--- config.mk ---
export PLATFORM = sky130hd
export DESIGN_NAME = adc_scan_sequencer
export DESIGN_NICKNAME = d
export VERILOG_FILES = /design/src/rtl/adc_scan_sequencer.sv
export SDC_FILE = /design/constraint.sdc
export NUM_CORES = 1
export LEC_CHECK = 0
export ABC_AREA = 1
export ABC_CLOCK_PERIOD_IN_PS = 2470
export CAP_MARGIN = 15
export CORE_UTILIZATION = 53
export CTS_CLUSTER_DIAMETER = 200
export DETAILED_ROUTE_END_ITERATION = 8
export PLACE_DENSITY_LB_ADDON = 0.05
export SLEW_MARGIN = 20
export SYNTH_ARGS = -nofsm -noshare
export SYNTH_HDL_FRONTEND = slang
export SYNTH_SLANG_ARGS = --single-unit
--- constraint.sdc ---
create_clock -name clk -period 2.47 [get_ports clk]
set_clock_uncertainty 0.15 [all_clocks]
set_input_delay 0.3705 -clock clk [delete_from_list [all_inputs] [get_ports clk]]
set_output_delay 0.3705 -clock clk [all_outputs]
set_load 0.05 [all_outputs]
--- src/rtl/adc_scan_sequencer.sv ---
// Periodic multi-channel ADC scan: issues conversion requests, averages
// 2**AVG_LOG2 samples per channel and reports one result per channel per scan.
module adc_scan_sequencer #(
    parameter int NUM_CH        = 2,
    parameter int SAMPLE_PERIOD = 100000,
    parameter int AVG_LOG2      = 2,
    parameter int TIMEOUT       = 1000
) (
    input  logic               clk,
    input  logic               reset,
    input  logic               enable,
    output logic               conv_start,
    output logic [1:0]         conv_channel,
    input  logic               conv_done,
    input  logic signed [15:0] conv_data,
    output logic               out_valid,
    output logic signed [15:0] out_data,
    output logic [1:0]         out_channel,
    output logic               busy,
    output logic               timeout_err,
    output logic               overrun
);

    localparam int AW = 16 + AVG_LOG2;
    localparam int CW = AVG_LOG2 + 1;
    localparam int PW = $clog2(SAMPLE_PERIOD + 1);
    localparam int TW = $clog2(TIMEOUT + 1);

    localparam logic [CW-1:0] NSAMP    = CW'(2 ** AVG_LOG2);
    localparam logic [PW-1:0] PER_LAST = PW'(SAMPLE_PERIOD - 1);
    localparam logic [TW-1:0] TO_LAST  = TW'(TIMEOUT - 1);
    localparam logic [1:0]    CH_LAST  = 2'(NUM_CH - 1);

    localparam logic [1:0] S_IDLE      = 2'd0;
    localparam logic [1:0] S_WAIT_TICK = 2'd1;
    localparam logic [1:0] S_START     = 2'd2;
    localparam logic [1:0] S_WAIT_DONE = 2'd3;

    logic [1:0]           state_q, state_d;
    logic [1:0]           ch_q, ch_d;
    logic signed [AW-1:0] acc_q, acc_d;
    logic [CW-1:0]        cnt_q, cnt_d;
    logic [PW-1:0]        per_q, per_d;
    logic [TW-1:0]        to_q, to_d;
    logic                 out_valid_q, out_valid_d;
    logic signed [15:0]   out_data_q, out_data_d;
    logic [1:0]           out_ch_q, out_ch_d;
    logic                 terr_q, terr_d;
    logic                 ovr_q, ovr_d;

    logic                 tick;
    logic                 busy_int;
    logic                 advance;
    logic signed [AW-1:0] sum;
    logic [CW-1:0]        cnt_inc;

    assign busy_int = (state_q == S_START) || (state_q == S_WAIT_DONE);
    assign tick     = (state_q != S_IDLE) && (per_q == PER_LAST);
    assign sum      = acc_q + AW'(conv_data);
    assign cnt_inc  = cnt_q + CW'(1);

    always_comb begin
        state_d     = state_q;
        ch_d        = ch_q;
        acc_d       = acc_q;
        cnt_d       = cnt_q;
        to_d        = to_q;
        out_valid_d = 1'b0;
        out_data_d  = out_data_q;
        out_ch_d    = out_ch_q;
        terr_d      = terr_q;
        ovr_d       = ovr_q;
        advance     = 1'b0;
        per_d       = (state_q == S_IDLE || tick) ? '0 : per_q + PW'(1);

        case (state_q)
            S_IDLE: begin
                state_d = S_START;
                ch_d    = '0;
                acc_d   = '0;
                cnt_d   = '0;
            end
            S_WAIT_TICK: begin
                if (tick) begin
                    state_d = S_START;
                    ch_d    = '0;
                    acc_d   = '0;
                    cnt_d   = '0;
                end
            end
            S_START: begin
                state_d = S_WAIT_DONE;
                to_d    = '0;
            end
            default: begin
                // A sample arriving on the timeout terminal cycle is still taken.
                if (conv_done) begin
                    acc_d = sum;
                    cnt_d = cnt_inc;
                    if (cnt_inc < NSAMP) begin
                        state_d = S_START;
                    end else begin
                        out_valid_d = 1'b1;
                        out_data_d  = 16'(sum >>> AVG_LOG2);
                        out_ch_d    = ch_q;
                        advance     = 1'b1;
                    end
                end else if (to_q == TO_LAST) begin
                    terr_d  = 1'b1;
                    advance = 1'b1;
                end else begin
                    to_d = to_q + TW'(1);
                end
            end
        endcase

        if (advance) begin
            acc_d = '0;
            cnt_d = '0;
            if (ch_q < CH_LAST) begin
                state_d = S_START;
                ch_d    = ch_q + 2'd1;
            end else begin
                state_d = S_WAIT_TICK;
                ch_d    = '0;
            end
        end

        if (tick && busy_int) ovr_d = 1'b1;

        // Disable aborts everything except the sticky error flags and held result.
        if (!enable) begin
            state_d     = S_IDLE;
            ch_d        = '0;
            acc_d       = '0;
            cnt_d       = '0;
            per_d       = '0;
            to_d        = '0;
            out_valid_d = 1'b0;
            out_data_d  = out_data_q;
            out_ch_d    = out_ch_q;
            terr_d      = terr_q;
            ovr_d       = ovr_q;
        end
    end

    always_ff @(posedge clk) begin
        if (reset) begin
            state_q     <= S_IDLE;
            ch_q        <= '0;
            acc_q       <= '0;
            cnt_q       <= '0;
            per_q       <= '0;
            to_q        <= '0;
            out_valid_q <= 1'b0;
            out_data_q  <= '0;
            out_ch_q    <= '0;
            terr_q      <= 1'b0;
            ovr_q       <= 1'b0;
        end else begin
            state_q     <= state_d;
            ch_q        <= ch_d;
            acc_q       <= acc_d;
            cnt_q       <= cnt_d;
            per_q       <= per_d;
            to_q        <= to_d;
            out_valid_q <= out_valid_d;
            out_data_q  <= out_data_d;
            out_ch_q    <= out_ch_d;
            terr_q      <= terr_d;
            ovr_q       <= ovr_d;
        end
    end

    assign conv_start   = (state_q == S_START);
    assign conv_channel = ch_q;
    assign busy         = busy_int;
    assign out_valid    = out_valid_q;
    assign out_data     = out_data_q;
    assign out_channel  = out_ch_q;
    assign timeout_err  = terr_q;
    assign overrun      = ovr_q;

endmodule

==> results by group <==
Run status
  – Status: finished, final reports clean

Worst setup path
  – Worst stage delay on the critical path: ~0.4 ns
  – Critical path buffers and inverters: 2
  – Worst-path cell chain: clkdlybuf4s50_1, ha_1, fa_1, nand3_1, nand2_1, nand2_1, nand2_1, a21oi_1, nand2_1, nand2_1, nand2_1, nand2_1, inv_1
  – Crit. End Element: flop
  – Setup CP Type: primary input to flop
  – Critical path's slowest cell: clkdlybuf4s50_1
  – Crit path max-delay family: simple AND/OR/NAND/NOR gates
  – Critical path required time: 2.57 ns
  – Cell repeated most along the worst path: nand2_1
  – Startpoint types: primary input
  – Critical-path maximum fanout: 3
  – Critical path data arrival time: 2.26 ns

Finish
  – Final Cell Area: 4893 um^2
  – Area of the multi-input gates: 2285 um^2
  – Final core utilization: between 60% and 70%
  – Nets: 697
  – Layout area overhead: 18.16%
  – Share of layout cells above drive strength 1: 8.346%
  – Number of antenna repair diodes: 0
  – Fillers: 718
  – FF/Latch Area: 1461 um^2

Clocking
  – Cts repair resizes: 0
  – CTS clk-pin slew, worst paths: 0.08 ns
  – Bufs on Longest Clock Path: 2
  – Root buffer cell: clkbuf_8
  – Hold Buf Count CTS: 0
  – H-tree depth: 3
  – Num CTS Buffers: 9
  – CTS tree: yes
  – Setup Buffers After CTS: 0
  – Latest clock arrival within the worst-skew pair: 0.34 ns
  – Total clock sinks: 73

Floorplan
  – IO Pins: 45
  – DIE WIDTH: 90.40 um
  – Die area: 8171 um^2
  – # rows: 31
  – Core Area: 7408 um^2
  – Die span in y: 90.40 um
  – Initial cell density of the core: 55.90%

Pwr
  – Pleak: 2.154 nW
  – Pwr/cell area: 477.0 nW/um^2
  – Peak VDD IR: 395.7 uV

Routing
  – Via count: 3868
  – Drt via density: 5.103
  – 1st-iter DRT viols: 159
  – Routed Antenna Nets: 0
  – Final WL: 9.184 mm
  – Drt drc: 0
  – Routed WL per cell: 12.12 um
  – Router iterations before antenna repair: 4

Global routing
  – Total gr overflow: 0
  – Initial antenna violation count: 0
  – Vias in the first global route: between 3000 and 4000
  – GR Util All Layers: between 20% and 30%
  – Largest net degree at the start of global routing: 31
  – First-pass GRT wire length: between 15 and 20 mm

Timing
  – RSZ-0062 raised after global routing: false
  – Period utilization: 87.31%
  – Max Fclk: between 400 and 500 MHz
  – Worst-margin pin slew: ~0.76 ns
  – TNS Setup: 0 ns
  – Final hold vios: 0
  – Fin crit period: 2.157 ns
  – Max_slew headroom: 49.26%
  – Max Slew Vio Count: 0
  – Final count of negative-setup-slack endpoints: 0

Synth
  – Yosys cell types: 40
  – Combinational family with the most area after synthesis: simple AND/OR/NAND/NOR gates
  – Syn_nets: roughly 640
  – Post-synthesis sequential area ratio: 35.29%
  – Synth Instances: ~600
  – Simple-gate share of the synthesized area: 33.05%
  – Compound-Gate Fraction of Synth Area: 11.03%
  – Syn Area/Cell: between 6 and 7 um^2
  – Post-synthesis mux area share: 0%
  – Post-Synth XOR/XNOR Area: 3.776%
  – Post-Syn Area: between 4000 and 5000 um^2
  – Adder-cell share of the synthesized area: under 10%
  – Cell taking the most area after synthesis: dfxtp_1
  – Yosys Warn Count: 0
  – Synth Register Bits: 73
  – Yosys top cell area share: 35.29%
  – Synth top area cells: dfxtp_1 (35%), nand2_1 (15%), a21oi_1 (6.6%)

Place
  – DP Area: 4678 um^2
  – HPWL Detailed: around 6.9 mm
  – Placer Congestion: 0.8710
  – Port Buffers: 44

Run
  – Max Cap Viol: 0

Worst hold path
  – Hold Path Class: flop to flop
[cells in the final DEF (no fill, tap or decap), types with 4 or more instances in the layout]
cell	count
inv_1	73
nor3_1	19
o21ai_0	19
nor2_2	6
buf_4	10
a21oi_1	55
ha_1	22
clkbuf_8	11
inv_2	7
nand3_1	35
clkdlybuf4s50_1	43
xor2_1	13
dfxtp_1	73
nor2_1	67
nand2_1	160
nand3_2	4
[state kept, by name (all words and copies together) (netlist names)]
register / count
out_valid: 1
timeout_err: 1
per_q: 17
out_channel: 2
conv_channel: 2
overrun: 1
to_q: 10
cnt_q: 3
out_data: 16
acc_q: 18
state_q: 2
[cell usage after synthesis, drive strengths merged]
library cell	count
nand2	164
inv	80
nor2	74
dfxtp	73
a21oi	56
nand3	39
ha	22
o21ai	22
nor3	20
xor2	14
buf	10
nand4	4
nand3b	3
xnor2	3
a21o	2
a31oi	2
clkbuf	2
nor3b	2
o211ai	2
or2	2
and2	1
and3	1
fa	1
o21a	1
o21bai	1
[cell type report]
cell class,count,share of cell area (%)
inverter,80,6.137
tap,99,2.531
sequential,73,29.86
timing repair buffer,54,10.59
clock inverter,5,1.099
multi-input combinational,436,46.69
clock buffer,11,3.094
[power breakdown]
group	switching, mW	internal (mW)
Sequential	0.00401	1.18
Combinational	0.109	0.0698
Clock	0.453	0.519
[metal layers]
metal | up-vias | global-route usage [%] | share of wire, %
li1 | 2027 | - | -
met1 | 1775 | 29.61 | 48
met2 | 54 | 40.46 | 47
met3 | 12 | 3.956 | 3.5
met4 | 0 | 7.124 | 1.5
met5 | - | 0 | 0
[per-stage QoR]
stage	worst slack, ns	instances	hold WS, ns	power [mW]
CTS	0.06378	758	0.3179	2.350
global placement	-0.02842	742	0.2891	1.386
finish	0.3134	758	0.3178	2.334
floorplan	0.5096	601	0.2787	1.320
global route	0.08775	758	0.3446	2.417
detailed placement	-0.04834	742	0.3009	1.388
[worst reg2reg max path, cell delays in order (launching register included)]
cell     delay, ns
dfxtp_1       0.32
ha_1          0.20
fa_1          0.40
nand3_1       0.10
nand2_1       0.10
nand2_1       0.07
nand2_1       0.09
a21oi_1       0.19
nand2_1       0.09
nand2_1       0.07
nand2_1       0.04
nand2_1       0.07
inv_1         0.03
[path summary, 6_finish.rpt]
path	from	endpoint	slack, ns	cells past startpoint
max reg2reg	acc_q[0]$_SDFFE_PP0P_	out_data[10]$_SDFFE_PP0P_	0.44	12
max	conv_data[0]	out_data[10]$_SDFFE_PP0P_	0.31	13
min	per_q[0]$_SDFF_PP0_	per_q[0]$_SDFF_PP0_	0.32	1
min reg2reg	per_q[0]$_SDFF_PP0_	per_q[0]$_SDFF_PP0_	0.32	1
[cell families (layout without fill, tap and decap cells)]
logic type                 after synthesis  after routing
buffers and inverters                   92            150
xor gates and xnor gates                17             17
adders and majority gates               23             23
DFF                                     73             73
AOI/OAI and AO/OA                       86             86
and+or+nand+nor                        310            310
No activity file was read; power rests on OpenSTA's default activity.
==> RTL edit (same settings) <==
`to_q` no longer has a reset.
--- a/src/rtl/adc_scan_sequencer.sv
+++ b/src/rtl/adc_scan_sequencer.sv
@@ -153,3 +153,2 @@
             per_q       <= '0;
-            to_q        <= '0;
             out_valid_q <= 1'b0;
@@ -165,3 +164,2 @@
             per_q       <= per_d;
-            to_q        <= to_d;
             out_valid_q <= out_valid_d;
@@ -172,2 +170,6 @@
         end
+    end
+
+    always_ff @(posedge clk) begin
+        to_q <= to_d;
     end
Formal check against the unedited RTL: no difference found for any inputs over 10 cycles, from zero or initial values and one cycle with reset high; that may be too few to reach the edited logic, so the function may still have changed.
==> RTL edit against the original RTL <==
Utilization fell by 1.1 points. Count of clock-buffer cells in the layout is 1 lower. Die area is 0.89% higher. Synthesized cell count rose by 1.0%. Design area is 2.0% higher. Sequential cell count unchanged. First-iteration DRC count is 21% higher. Synthesized area rose by 0.91%. Clock power up 1%. Setup slack got worse by 0.080 ns. Power rose by 1.4%. Wire length is 5.1% higher. Critical path type unchanged.
==> RTL edit: results (changes against the original RTL) <==
[global_routing]
grt_max_degree=30  ; -3.2%
grt_usage=0.251  ; +0.0173
grt_pass1_vias=3750  ; +6.1%
use_met2=0.410  ; +0.00577
grt_pass1_wl_microns=16800  ; +8.0%
grt_use_met1=0.332  ; +0.0361

[run_status]
status=complete, no violations

[setup_path]
critical_path.max_fanout=4  ; +1
r2r_setup_slack_ns=0.36  ; -0.08 ns
cp.arrival_ns=2.34  ; +0.08 ns
reg2reg_depth=11  ; -1
r2r-end=out_data[6]$_SDFFE_PP0P_

[drt]
wl_met3_microns=395  ; +22%
vias_per_cell=5.09  ; -0.25%
wl_microns=9650  ; +5.1%
drt-initial-drc-count=192  ; +21%
wl_met1_microns=4810  ; +9.0%
wire_per_inst_microns=12.5  ; +2.8%
wl_met2_microns=4300  ; -0.30%
drt_pass1_iterations=5  ; +1

[placed_design]
hpwl_microns=7210  ; +4.8%
place.gp.congestion=0.871  ; about the same
place_inst=759  ; +2.3%
postPlaceCellArea_sq_um=4790  ; +2.4%
dpl_worst_slack_ns=-0.122  ; -0.0733 ns

[synth]
yosysSeqAreaShare=0.350  ; -0.00317
synth.avg_cell_area_sq_um=6.88  ; about the same
synth_compound_area_frac=0.117  ; +0.00709
netlist_top_cells_area=dfxtp_1 (35%), nand2_1 (14%), a21oi_1 (7.1%)
synth_common_cells=nand2_1 (154), inv_1 (75), dfxtp_1 (73), nor2_1 (62), a21oi_1 (59)
ys_types=43  ; +7.5%
netlist_area_sq_um=4180  ; +0.91%
synth_nets=650  ; +0.93%
synth_xor_area_frac=0.0251  ; -0.0126

[pwr]
comb_power_mw=0.200  ; +12%
p_leak_nw=2.21  ; +2.4%
swShare=0.258  ; +0.0155
peakVddDrop_uv=331  ; -16%

[layout]
syn2layout_area_growth_pct=19.4
inv_count=81  ; +1.3%
clkCellAreaFrac=0.0406  ; -0.00131
regMostFlops=acc_q
layout.nets=711  ; +2.0%
drive_gt1_frac=0.104  ; +0.0206
multi_input_area_sq_um=2320  ; +1.5%
n_all_buffers=62  ; +15%
buffer_area_frac=0.115  ; +0.00924
n_fill_cell=715  ; -0.42%

[clocking]
h-tree-depth=3  ; unchanged
clkLatencyLatePin_ns=0.35
ctsResizeCount=1  ; +1

[hold_path]
hold_path_class=flip-flop to flip-flop

[sta]
hold_ws_ns=0.306  ; -0.0123 ns
max-slew-margin-rel=0.663  ; +0.171

[RTL edit: cell types whose count changed in the layout (fill, tap and decap cells not counted), moves of 5 or more]
cell     before  now
buf_4        10   18
nand2_1     160  154
nand4_1       2    8
nor2_1       67   62
xor2_1       13    8
[RTL edit: worst max path at each step]
stage | startpoint | end | slack [ns] | cells after the start
2_1_floorplan | conv_data[0] | out_data[6]$_SDFFE_PP0P_ | 0.42 | 11
3_3_place_gp | conv_data[0] | out_data[6]$_SDFFE_PP0P_ | -0.06 | 12
3_5_place_dp | conv_data[0] | out_data[6]$_SDFFE_PP0P_ | -0.12 | 12
4_1_cts | state_q[1]$_SDFFE_PP0P_ | busy | 0.25 | 1
5_1_grt | conv_data[0] | out_data[6]$_SDFFE_PP0P_ | 0.12 | 12
6_report | conv_data[0] | out_data[6]$_SDFFE_PP0P_ | 0.23 | 12
